File: config.mk
export PLATFORM = sky130hd
export DESIGN_NAME = debounce_bank_flat
export DESIGN_NICKNAME = d
export VERILOG_FILES = /design/src/rtl/debounce_pkg.sv /design/src/rtl/debounce_bank_if.sv /design/src/rtl/debounce_channel.sv /design/src/rtl/debounce_bank.sv /design/src/flat_wrapper.sv
export SDC_FILE = /design/constraint.sdc
export NUM_CORES = 1
export LEC_CHECK = 0
export ABC_CLOCK_PERIOD_IN_PS = 1800
export CAP_MARGIN = 20
export CORE_MARGIN = 2
export CORE_UTILIZATION = 52
export DETAILED_ROUTE_END_ITERATION = 16
export GPL_TIMING_DRIVEN = 0
export PLACE_DENSITY = 0.83
export SLEW_MARGIN = 30
export SYNTH_ARGS = -nofsm -noshare
export SYNTH_HDL_FRONTEND = slang
export SYNTH_SLANG_ARGS = --single-unit
File: constraint.sdc
create_clock -name clk -period 1.8 [get_ports clk]
set_input_delay 0.27 -clock clk [delete_from_list [all_inputs] [get_ports clk]]
set_output_delay 0.27 -clock clk [all_outputs]
set_load 0.1 [all_outputs]
File: src/rtl/debounce_pkg.sv
// Shared constants and helpers for the debounce bank and its per-channel filter.
package debounce_pkg;

    localparam int unsigned DB_STABLE_DEFAULT = 256;
    localparam int unsigned DB_SYNC_DEFAULT   = 2;

    // Smallest w such that 2**w >= value; used to size the stability counters.
    function automatic int unsigned db_clog2(input int unsigned value);
        int unsigned     w;
        longint unsigned span;
        w    = 0;
        span = 64'd1;
        while (span < 64'(value)) begin
            span = span << 1;
            w    = w + 1;
        end
        return w;
    endfunction

endpackage

File: src/rtl/debounce_bank_if.sv
// Sample-enable, raw inputs and debounced results of a debounce bank.
interface debounce_bank_if #(
    parameter int unsigned CHANNELS = 4
);

    logic                tick;
    logic [CHANNELS-1:0] in;
    logic [CHANNELS-1:0] out;
    logic [CHANNELS-1:0] rise;
    logic [CHANNELS-1:0] fall;
    logic                any_change;

    modport master (
        output tick,
        output in,
        input  out,
        input  rise,
        input  fall,
        input  any_change
    );

    modport slave (
        input  tick,
        input  in,
        output out,
        output rise,
        output fall,
        output any_change
    );

endinterface

File: src/rtl/debounce_channel.sv
// One debounced bit: synchroniser chain, tick-gated stability counter, level and edge pulses.
module debounce_channel
    import debounce_pkg::*;
#(
    parameter int unsigned STABLE_CYCLES = DB_STABLE_DEFAULT,
    parameter int unsigned SYNC_STAGES   = DB_SYNC_DEFAULT,
    parameter logic        RESET_LEVEL   = 1'b0
) (
    input  logic clk,
    input  logic rst_n,
    input  logic tick,
    input  logic din,
    output logic out,
    output logic rise,
    output logic fall
);

    localparam int unsigned   CW       = db_clog2(STABLE_CYCLES + 1);
    localparam logic [CW-1:0] CNT_LAST = CW'(STABLE_CYCLES - 1);

    logic [SYNC_STAGES-1:0] sync_q;
    logic [CW-1:0]          cnt_q;
    logic [CW-1:0]          cnt_d;
    logic                   out_d;
    logic                   rise_d;
    logic                   fall_d;
    logic                   s;

    assign s = sync_q[SYNC_STAGES-1];

    // Any return of s to the current level wipes the count; no partial credit.
    always_comb begin
        cnt_d  = cnt_q;
        out_d  = out;
        rise_d = 1'b0;
        fall_d = 1'b0;
        if (s == out) begin
            cnt_d = '0;
        end else if (tick) begin
            if (cnt_q == CNT_LAST) begin
                out_d  = s;
                cnt_d  = '0;
                rise_d = s;
                fall_d = ~s;
            end else begin
                cnt_d = cnt_q + CW'(1);
            end
        end
    end

    always_ff @(posedge clk or negedge rst_n) begin
        if (!rst_n) begin
            sync_q <= {SYNC_STAGES{RESET_LEVEL}};
            cnt_q  <= '0;
            out    <= RESET_LEVEL;
            rise   <= 1'b0;
            fall   <= 1'b0;
        end else begin
            sync_q <= {sync_q[SYNC_STAGES-2:0], din};
            cnt_q  <= cnt_d;
            out    <= out_d;
            rise   <= rise_d;
            fall   <= fall_d;
        end
    end

endmodule

File: src/rtl/debounce_bank.sv
// Bank of independent debounced inputs with a shared sample tick and an any-edge summary.
module debounce_bank
    import debounce_pkg::*;
#(
    parameter int unsigned CHANNELS      = 4,
    parameter int unsigned STABLE_CYCLES = DB_STABLE_DEFAULT,
    parameter int unsigned SYNC_STAGES   = DB_SYNC_DEFAULT,
    parameter logic        RESET_LEVEL   = 1'b0
) (
    input logic            clk,
    input logic            rst_n,
    debounce_bank_if.slave bus
);

    logic [CHANNELS-1:0] out_w;
    logic [CHANNELS-1:0] rise_w;
    logic [CHANNELS-1:0] fall_w;

    for (genvar g = 0; g < int'(CHANNELS); g++) begin : g_ch
        debounce_channel #(
            .STABLE_CYCLES (STABLE_CYCLES),
            .SYNC_STAGES   (SYNC_STAGES),
            .RESET_LEVEL   (RESET_LEVEL)
        ) u_ch (
            .clk   (clk),
            .rst_n (rst_n),
            .tick  (bus.tick),
            .din   (bus.in[g]),
            .out   (out_w[g]),
            .rise  (rise_w[g]),
            .fall  (fall_w[g])
        );
    end

    assign bus.out        = out_w;
    assign bus.rise       = rise_w;
    assign bus.fall       = fall_w;
    // Built only from registered pulses, so it is glitch-free within the cycle.
    assign bus.any_change = |(rise_w | fall_w);

endmodule

File: src/flat_wrapper.sv
// flat-port wrapper written by rule: the top's interface ports become plain ports
module debounce_bank_flat import debounce_pkg::*;
#(
    parameter int unsigned CHANNELS      = 4,
    parameter int unsigned STABLE_CYCLES = DB_STABLE_DEFAULT,
    parameter int unsigned SYNC_STAGES   = DB_SYNC_DEFAULT,
    parameter logic        RESET_LEVEL   = 1'b0
)
  (clk, rst_n, bus_tick, bus_in, bus_out, bus_rise, bus_fall, bus_any_change);
  debounce_bank_if #(.CHANNELS(CHANNELS)) bus_i ();
  input logic clk;
  input logic rst_n;
  input wire logic [$bits(bus_i.tick)-1:0] bus_tick;
  input wire logic [$bits(bus_i.in)-1:0] bus_in;
  output wire logic [$bits(bus_i.out)-1:0] bus_out;
  output wire logic [$bits(bus_i.rise)-1:0] bus_rise;
  output wire logic [$bits(bus_i.fall)-1:0] bus_fall;
  output wire logic [$bits(bus_i.any_change)-1:0] bus_any_change;
  assign bus_i.tick = bus_tick;
  assign bus_i.in = bus_in;
  assign bus_out = bus_i.out;
  assign bus_rise = bus_i.rise;
  assign bus_fall = bus_i.fall;
  assign bus_any_change = bus_i.any_change;
  debounce_bank #(.CHANNELS(CHANNELS), .STABLE_CYCLES(STABLE_CYCLES), .SYNC_STAGES(SYNC_STAGES), .RESET_LEVEL(RESET_LEVEL)) u_core (.clk(clk), .rst_n(rst_n), .bus(bus_i));
endmodule
==> results.json, run 1 <==
{
  "hpwlAfterDp_um": 3460,
  "synth.distinct_cells": 44,
  "cts_buffers": 5,
  "async_flop_share": 1.000,
  "grt_first_pass_wirelength_um": 8142,
  "fp.dieH_um": 74.70,
  "crit_buf_inv": 0,
  "setup.worst_path.end_class": "flip-flop",
  "finalInstanceArea_um2": 3218,
  "synth_ff_type": "dfrtp_1",
  "vias_per_cell": 5.571,
  "total_power_mw": 2.295,
  "start_util": 0.5430,
  "first_pass_iters": 4,
  "finalMaxSlewViolations": 0,
  "layout_commonest_cell": "dfrtp_1",
  "min_period_over_period": 1.038,
  "regToRegStartpoint": "u_core.g_ch[1].u_ch.cnt_q[1]",
  "cts_max_level": 2,
  "worstMarginPinSlew_ns": 0.7746,
  "crit_path_frequent_cell": "or3_4",
  "slowest_delay_ns": 0.41,
  "cellLeakagePower_nw": 1.451,
  "route.vias.total": 1911,
  "synth_cells": 236,
  "die_w_um": 74.70,
  "antenna_found_initial": 0,
  "port-buffer-count": 19,
  "ys_ff_latch": 56,
  "path_delay_family": "simple AND/OR/NAND/NOR gates",
  "grt_pass1_vias": 1771,
  "synth-edff-count": 0,
  "cp_num_cells": 5,
  "final_antenna_net_count": 0,
  "die-area_um2": 5579,
  "syn_area_um2": 2599,
  "path_clk_slew_ns": 0.10,
  "status": "finished with violations",
  "fin_crit_ns": 1.868,
  "seq_area_frac_synth": 0.5392,
  "p_per_area_nw_per_um2": 713.3,
  "criticalPathCategory": "flip-flop to flip-flop",
  "diodes": 0,
  "drt_iter0_markers": 101,
  "cp_slowest_cell": "dfrtp_1",
  "nNetsFinal": 286,
  "drive_gt1_frac": 0.2572,
  "clk_latency_ns": 0.31,
  "hold_path_depth": 0,
  "cts_tree": "done",
  "drv_cap": 0,
  "grt-ovfl-total": 0,
  "std_cell_rows": 25,
  "avgSynthCellArea_um2": 11.01,
  "fp.coreArea_um2": 4786,
  "crit_arrival_ns": 2.07,
  "path_cells": "ha_4 > nand4_4 > or3_4 > or3_4 > mux2_4",
  "syn2layout_area_growth_pct": 23.83,
  "globalplace.congestion": 0.7809,
  "finalSetupViolations": 1,
  "rrSetupSlack_ns": -0.07,
  "startpoint_type": "flip-flop",
  "cts.sinks": 56,
  "finalClockSkew_ns": 0.007334,
  "post_drt_wl_per_cell_um": 15.41,
  "hold_viol": 0,
  "r2r_cells": 5,
  "hold_end": "u_core.g_ch[0].u_ch.sync_q[1]",
  "wl_um": 5287,
  "required_ns": 2.00,
  "crit_fanout": 4,
  "drc_errors": 0,
  "slew_headroom": 0.4799,
  "place_area_um2": 2893,
  "grt_max_degree": 34,
  "final_cell_mix": "dfrtp_1, nand2_1, buf_4, nor2_1, clkdlybuf4s15_2",
  "min-delay-start": "u_core.g_ch[0].u_ch.sync_q[0]",
  "r2r-end": "u_core.g_ch[1].u_ch.out",
  "violations": "setup timing",
  "synth_warnings": 0,
  "cts_root_buf": "clkbuf_8",
  "rsz0062_at_grt": "yes",
  "track_usage": 0.1935,
  "max-vdd-ir-drop_mv": 0.6330,
  "final.setup.worst_slack_ns": -0.06754,
  "synth_fp_nets": 247,
  "hold_class": "flip-flop to flip-flop",
  "fmax_mhz": 535.5,
  "clock_path_buffers": 2,
  "io_pins": 20
}
[how the worst max path moves through the flow]
stage                                               to                    startpoint
after floorplan                u_core.g_ch[1].u_ch.out  u_core.g_ch[1].u_ch.cnt_q[0]
after global placement    u_core.g_ch[2].u_ch.cnt_q[4]                         rst_n
after detailed placement       u_core.g_ch[1].u_ch.out                      bus_tick
after CTS                               bus_any_change      u_core.g_ch[0].u_ch.fall
after global routing           u_core.g_ch[1].u_ch.out  u_core.g_ch[1].u_ch.cnt_q[1]
final                          u_core.g_ch[1].u_ch.out  u_core.g_ch[1].u_ch.cnt_q[1]
[per-layer routing]
| metal | up-vias | global-route usage | wire length (um) |
|---|---|---|---|
| met5 | - | 0 | 0 |
| met4 | 0 | 0.06151 | 68 |
| met3 | 6 | 0.04150 | 153 |
| met2 | 44 | 0.3265 | 2665 |
| met1 | 945 | 0.2513 | 2400 |
| li1 | 916 | - | - |
[area by class of cell]
type	instances	area, um2
fillers	374	1568
flip-flops and latches	56	1401
multi-input cells	163	1199
repair buffers	32	309.0
plain buffers	15	101.3
well taps	67	83.83
clock buffers	5	68.82
clock inverters	3	47.55
inverters	2	7.507
[worst reg2reg max path, cell delays in order (launching register included)]
cell and delay [ns]:
dfrtp_1 0.41, ha_4 0.16, nand4_4 0.12, or3_4 0.36, or3_4 0.41, mux2_4 0.30
[metrics by stage]
stage	setup TNS, ns	hold WS [ns]	cells	setup slack (ns)	util
6_report	-0.06754	0.3637	343	-0.06754	0.6724
5_1_grt	-0.2762	0.3717	343	-0.1302	0.6724
4_1_cts	-0.1394	0.3653	334	-0.09325	0.6481
3_5_place_dp	-10.61	0.1915	323	-0.5363	0.6044
3_3_place_gp	-75.40	0.3313	322	-1.195	0.6008
2_1_floorplan	0	-0.02559	236	0.02004	-
[repair_timing]
item | CTS | global route
buffers inserted | 2 | 9
resized for setup | 47 | 14
setup endpoints to repair | 25 | 10
hold buffers | 1 | 0
pin swaps | 2 | 7
endpoints found under the hold margin | 23 | 0
[registers in the layout (all words and copies together), names as in the netlist]
signal                   count
u_core.g_ch.u_ch.cnt_q      36
u_core.g_ch.u_ch.fall        4
u_core.g_ch.u_ch.out         4
u_core.g_ch.u_ch.rise        4
u_core.g_ch.u_ch.sync_q      8
[cell usage after synthesis, types with 2 or more instances]
cell type   n  area share
a211oi_1    3      0.0087
a21o_1      3      0.0087
a21oi_1     4      0.0077
a22o_1      8       0.027
a31oi_1     5       0.012
a41oi_1     2      0.0067
and2_1      5       0.012
and3_1      3      0.0072
and4_1      2      0.0067
buf_4      12       0.035
clkbuf_1    2      0.0029
dfrtp_1    56        0.54
ha_1        4       0.019
inv_1       2      0.0029
mux2_2      7       0.030
nand2_1    24       0.035
nand2b_1    2      0.0048
nand3_1    10       0.019
nand4_1     6       0.014
nor2_1     20       0.029
nor2b_1     2      0.0048
nor3_1      4      0.0077
nor4_1      5       0.012
o21a_1      2      0.0058
o21ai_0     4      0.0077
o311a_1     2      0.0077
or2_2       2      0.0048
or3_1       3      0.0072
xnor2_1     9       0.030
xor2_1      9       0.030
[kinds of logic (layout without fill, tap and decap cells)]
kind of cell / Yosys count / in the layout / share of synthesized area
mux: 9 / 9 / 0.03996
buf+inv: 17 / 57 / 0.04189
fa+ha+maj: 4 / 4 / 0.01926
flops: 56 / 56 / 0.5392
compound gates: 36 / 36 / 0.1026
xor+xnor: 18 / 18 / 0.06067
simple gates: 96 / 96 / 0.1964
[power breakdown]
| part | leakage (nW) | total, mW | internal, mW | switching (mW) |
|---|---|---|---|---|
| clock network | 0.0583 | 0.836 | 0.420 | 0.417 |
| logic | 0.635 | 0.150 | 0.0655 | 0.0844 |
| registers | 0.758 | 1.31 | 1.28 | 0.0273 |
(Power assumes the default switching activity.)
==> run 2: changes to the inputs <==
--- a/config.mk
+++ b/config.mk
@@ -7,7 +7,7 @@
 export LEC_CHECK = 0
 export ABC_CLOCK_PERIOD_IN_PS = 1800
 export CAP_MARGIN = 20
-export CORE_MARGIN = 2
+export CORE_MARGIN = 5
 export CORE_UTILIZATION = 52
 export DETAILED_ROUTE_END_ITERATION = 16
 export GPL_TIMING_DRIVEN = 0
==> run 2 against run 1 <==
Effect of this change: the run still ends with setup timing left; largest cell class unchanged; critical path depth unchanged; first-iteration DRC count decreased by 15%; register-to-register slack improved by 0.03 ns; non-clock buffer count increased by 1; combinational power increased by 3%; clock skew increased by 0.0023 ns; cell count increased by 0.29%; worst hold slack got worse by 0.0083 ns.
==> results.json, run 2 (synthesis gave the netlist of run 1 again) <==
{
  "violations": "setup timing",
  "clk_latency_ns": 0.32,
  "hpwlAfterDp_um": 3468,
  "largest_register_ffs": 36,
  "crit_fanout": 4,
  "final.setup.worst_slack_ns": -0.03340,
  "worstMarginPinSlew_ns": 0.7396,
  "slew_headroom": 0.5034,
  "die-area_um2": 6512,
  "rsz0062_at_grt": "yes",
  "nNetsFinal": 287,
  "route.vias.total": 1922,
  "reg_top3": "u_core.g_ch.u_ch.cnt_q (36), u_core.g_ch.u_ch.sync_q (8)",
  "path_clk_slew_ns": 0.10,
  "clock_path_buffers": 2,
  "drv_cap": 0,
  "layout_commonest_cell": "dfrtp_1",
  "criticalPathCategory": "flip-flop to flip-flop",
  "finalSetupTns_ns": -0.03340,
  "cts_buffers": 5,
  "globalplace.congestion": 0.8343,
  "fin_hold_ws_ns": 0.3554,
  "fp.dieH_um": 80.70,
  "first_pass_iters": 4,
  "diodes": 0,
  "drc_errors": 0,
  "grt_max_degree": 35,
  "hold_class": "flip-flop to flip-flop",
  "grt_first_pass_wirelength_um": 8845,
  "cts_max_level": 2,
  "crit_path_frequent_cell": "or3_4",
  "p_per_area_nw_per_um2": 726.8,
  "setup.worst_path.end_class": "flip-flop",
  "wl_um": 5101,
  "finalMaxSlewViolations": 0,
  "utilization": 0.6693,
  "largest_register": "u_core.g_ch.u_ch.cnt_q",
  "start_util": 0.5430,
  "io_pins": 20,
  "drive_gt1_frac": 0.2527,
  "min_period_over_period": 1.019,
  "vias_per_cell": 5.587,
  "hold_viol": 0,
  "std_cell_rows": 25,
  "port-buffer-count": 19,
  "place_ws_ns": -0.5362,
  "drt_iter0_markers": 86,
  "antenna_found_initial": 0,
  "path_delay_family": "simple AND/OR/NAND/NOR gates",
  "status": "finished with violations",
  "grt_pass1_vias": 1947,
  "fp.coreArea_um2": 4786,
  "fmax_mhz": 545.4,
  "crit_arrival_ns": 2.04,
  "cts.sinks": 56,
  "post_drt_wl_per_cell_um": 14.83,
  "fin_crit_ns": 1.833,
  "required_ns": 2.00,
  "finalClockSkew_ns": 0.009590,
  "syn2layout_area_growth_pct": 23.25,
  "crit_buf_inv": 0,
  "cp_slowest_cell": "dfrtp_1",
  "cellLeakagePower_nw": 1.463,
  "startpoint_type": "flip-flop",
  "finalSetupViolations": 1,
  "total_power_mw": 2.328,
  "max-vdd-ir-drop_mv": 0.5388,
  "cts_root_buf": "clkbuf_8",
  "track_usage": 0.1788,
  "cts_tree": "done",
  "final_cell_mix": "dfrtp_1, buf_4, nand2_1, nor2_1, clkdlybuf4s15_2",
  "final_antenna_net_count": 0,
  "path_cells": "ha_4 > nand4_4 > or3_4 > or3_4 > mux2_4",
  "slowest_delay_ns": 0.40,
  "die_w_um": 80.70,
  "grt-ovfl-total": 0
}
## run 2: routing by layer
metal | up-vias | global-route usage | wire length, um
met5 | - | 0 | 0
met4 | 0 | 0.09291 | 125
li1 | 914 | - | -
met1 | 941 | 0.2231 | 2257
met3 | 15 | 0.03587 | 229
met2 | 52 | 0.2922 | 2489
## run 2: final cells by class
type / count / area, um2
fill: 348 / 1583
sequential: 56 / 1401
clock buffer: 6 / 82.58
clock inverter: 2 / 38.79
timing repair buffer: 33 / 316.6
buffer: 15 / 102.6
inverter: 2 / 7.507
tap: 67 / 83.83
multi-input combinational: 163 / 1170
## run 2: worst register-to-register path, cell delays in order, from the launching register on
cell and delay [ns]:
dfrtp_1 0.40, ha_4 0.17, nand4_4 0.11, or3_4 0.35
or3_4 0.39, mux2_4 0.30
## run 2: per-stage QoR
stage,std cells,instance area (um2)
floorplan,236,2601
global placement,322,2875
detailed placement,323,2893
CTS,336,3132
global route,344,3203
finish,344,3203
## run 2: path summary, 6_finish.rpt
path	endpoint	slack (ns)	from	cells after the start
worst max-delay path	u_core.g_ch[1].u_ch.out	-0.03	u_core.g_ch[1].u_ch.cnt_q[1]	5
worst min-delay path	u_core.g_ch[2].u_ch.sync_q[1]	0.36	u_core.g_ch[2].u_ch.sync_q[0]	0
worst max register to register	u_core.g_ch[1].u_ch.out	-0.03	u_core.g_ch[1].u_ch.cnt_q[1]	5
worst min register to register	u_core.g_ch[2].u_ch.sync_q[1]	0.36	u_core.g_ch[2].u_ch.sync_q[0]	0
max in group asynchronous	u_core.g_ch[2].u_ch.cnt_q[2]	0.96	rst_n	3
min in group asynchronous	u_core.g_ch[1].u_ch.cnt_q[4]	0.38	rst_n	2
## run 2: repair_timing
action,CTS,global route
pin swaps,2,6
endpoints found under the setup margin,26,10
setup buffers,4,8
hold endpoints to repair,22,0
gates resized for setup,49,9
hold buffers,1,0
## run 2: where the power goes
part	internal, mW	switching [mW]
logic	0.0692	0.0853
registers	1.28	0.0251
clock network	0.455	0.411
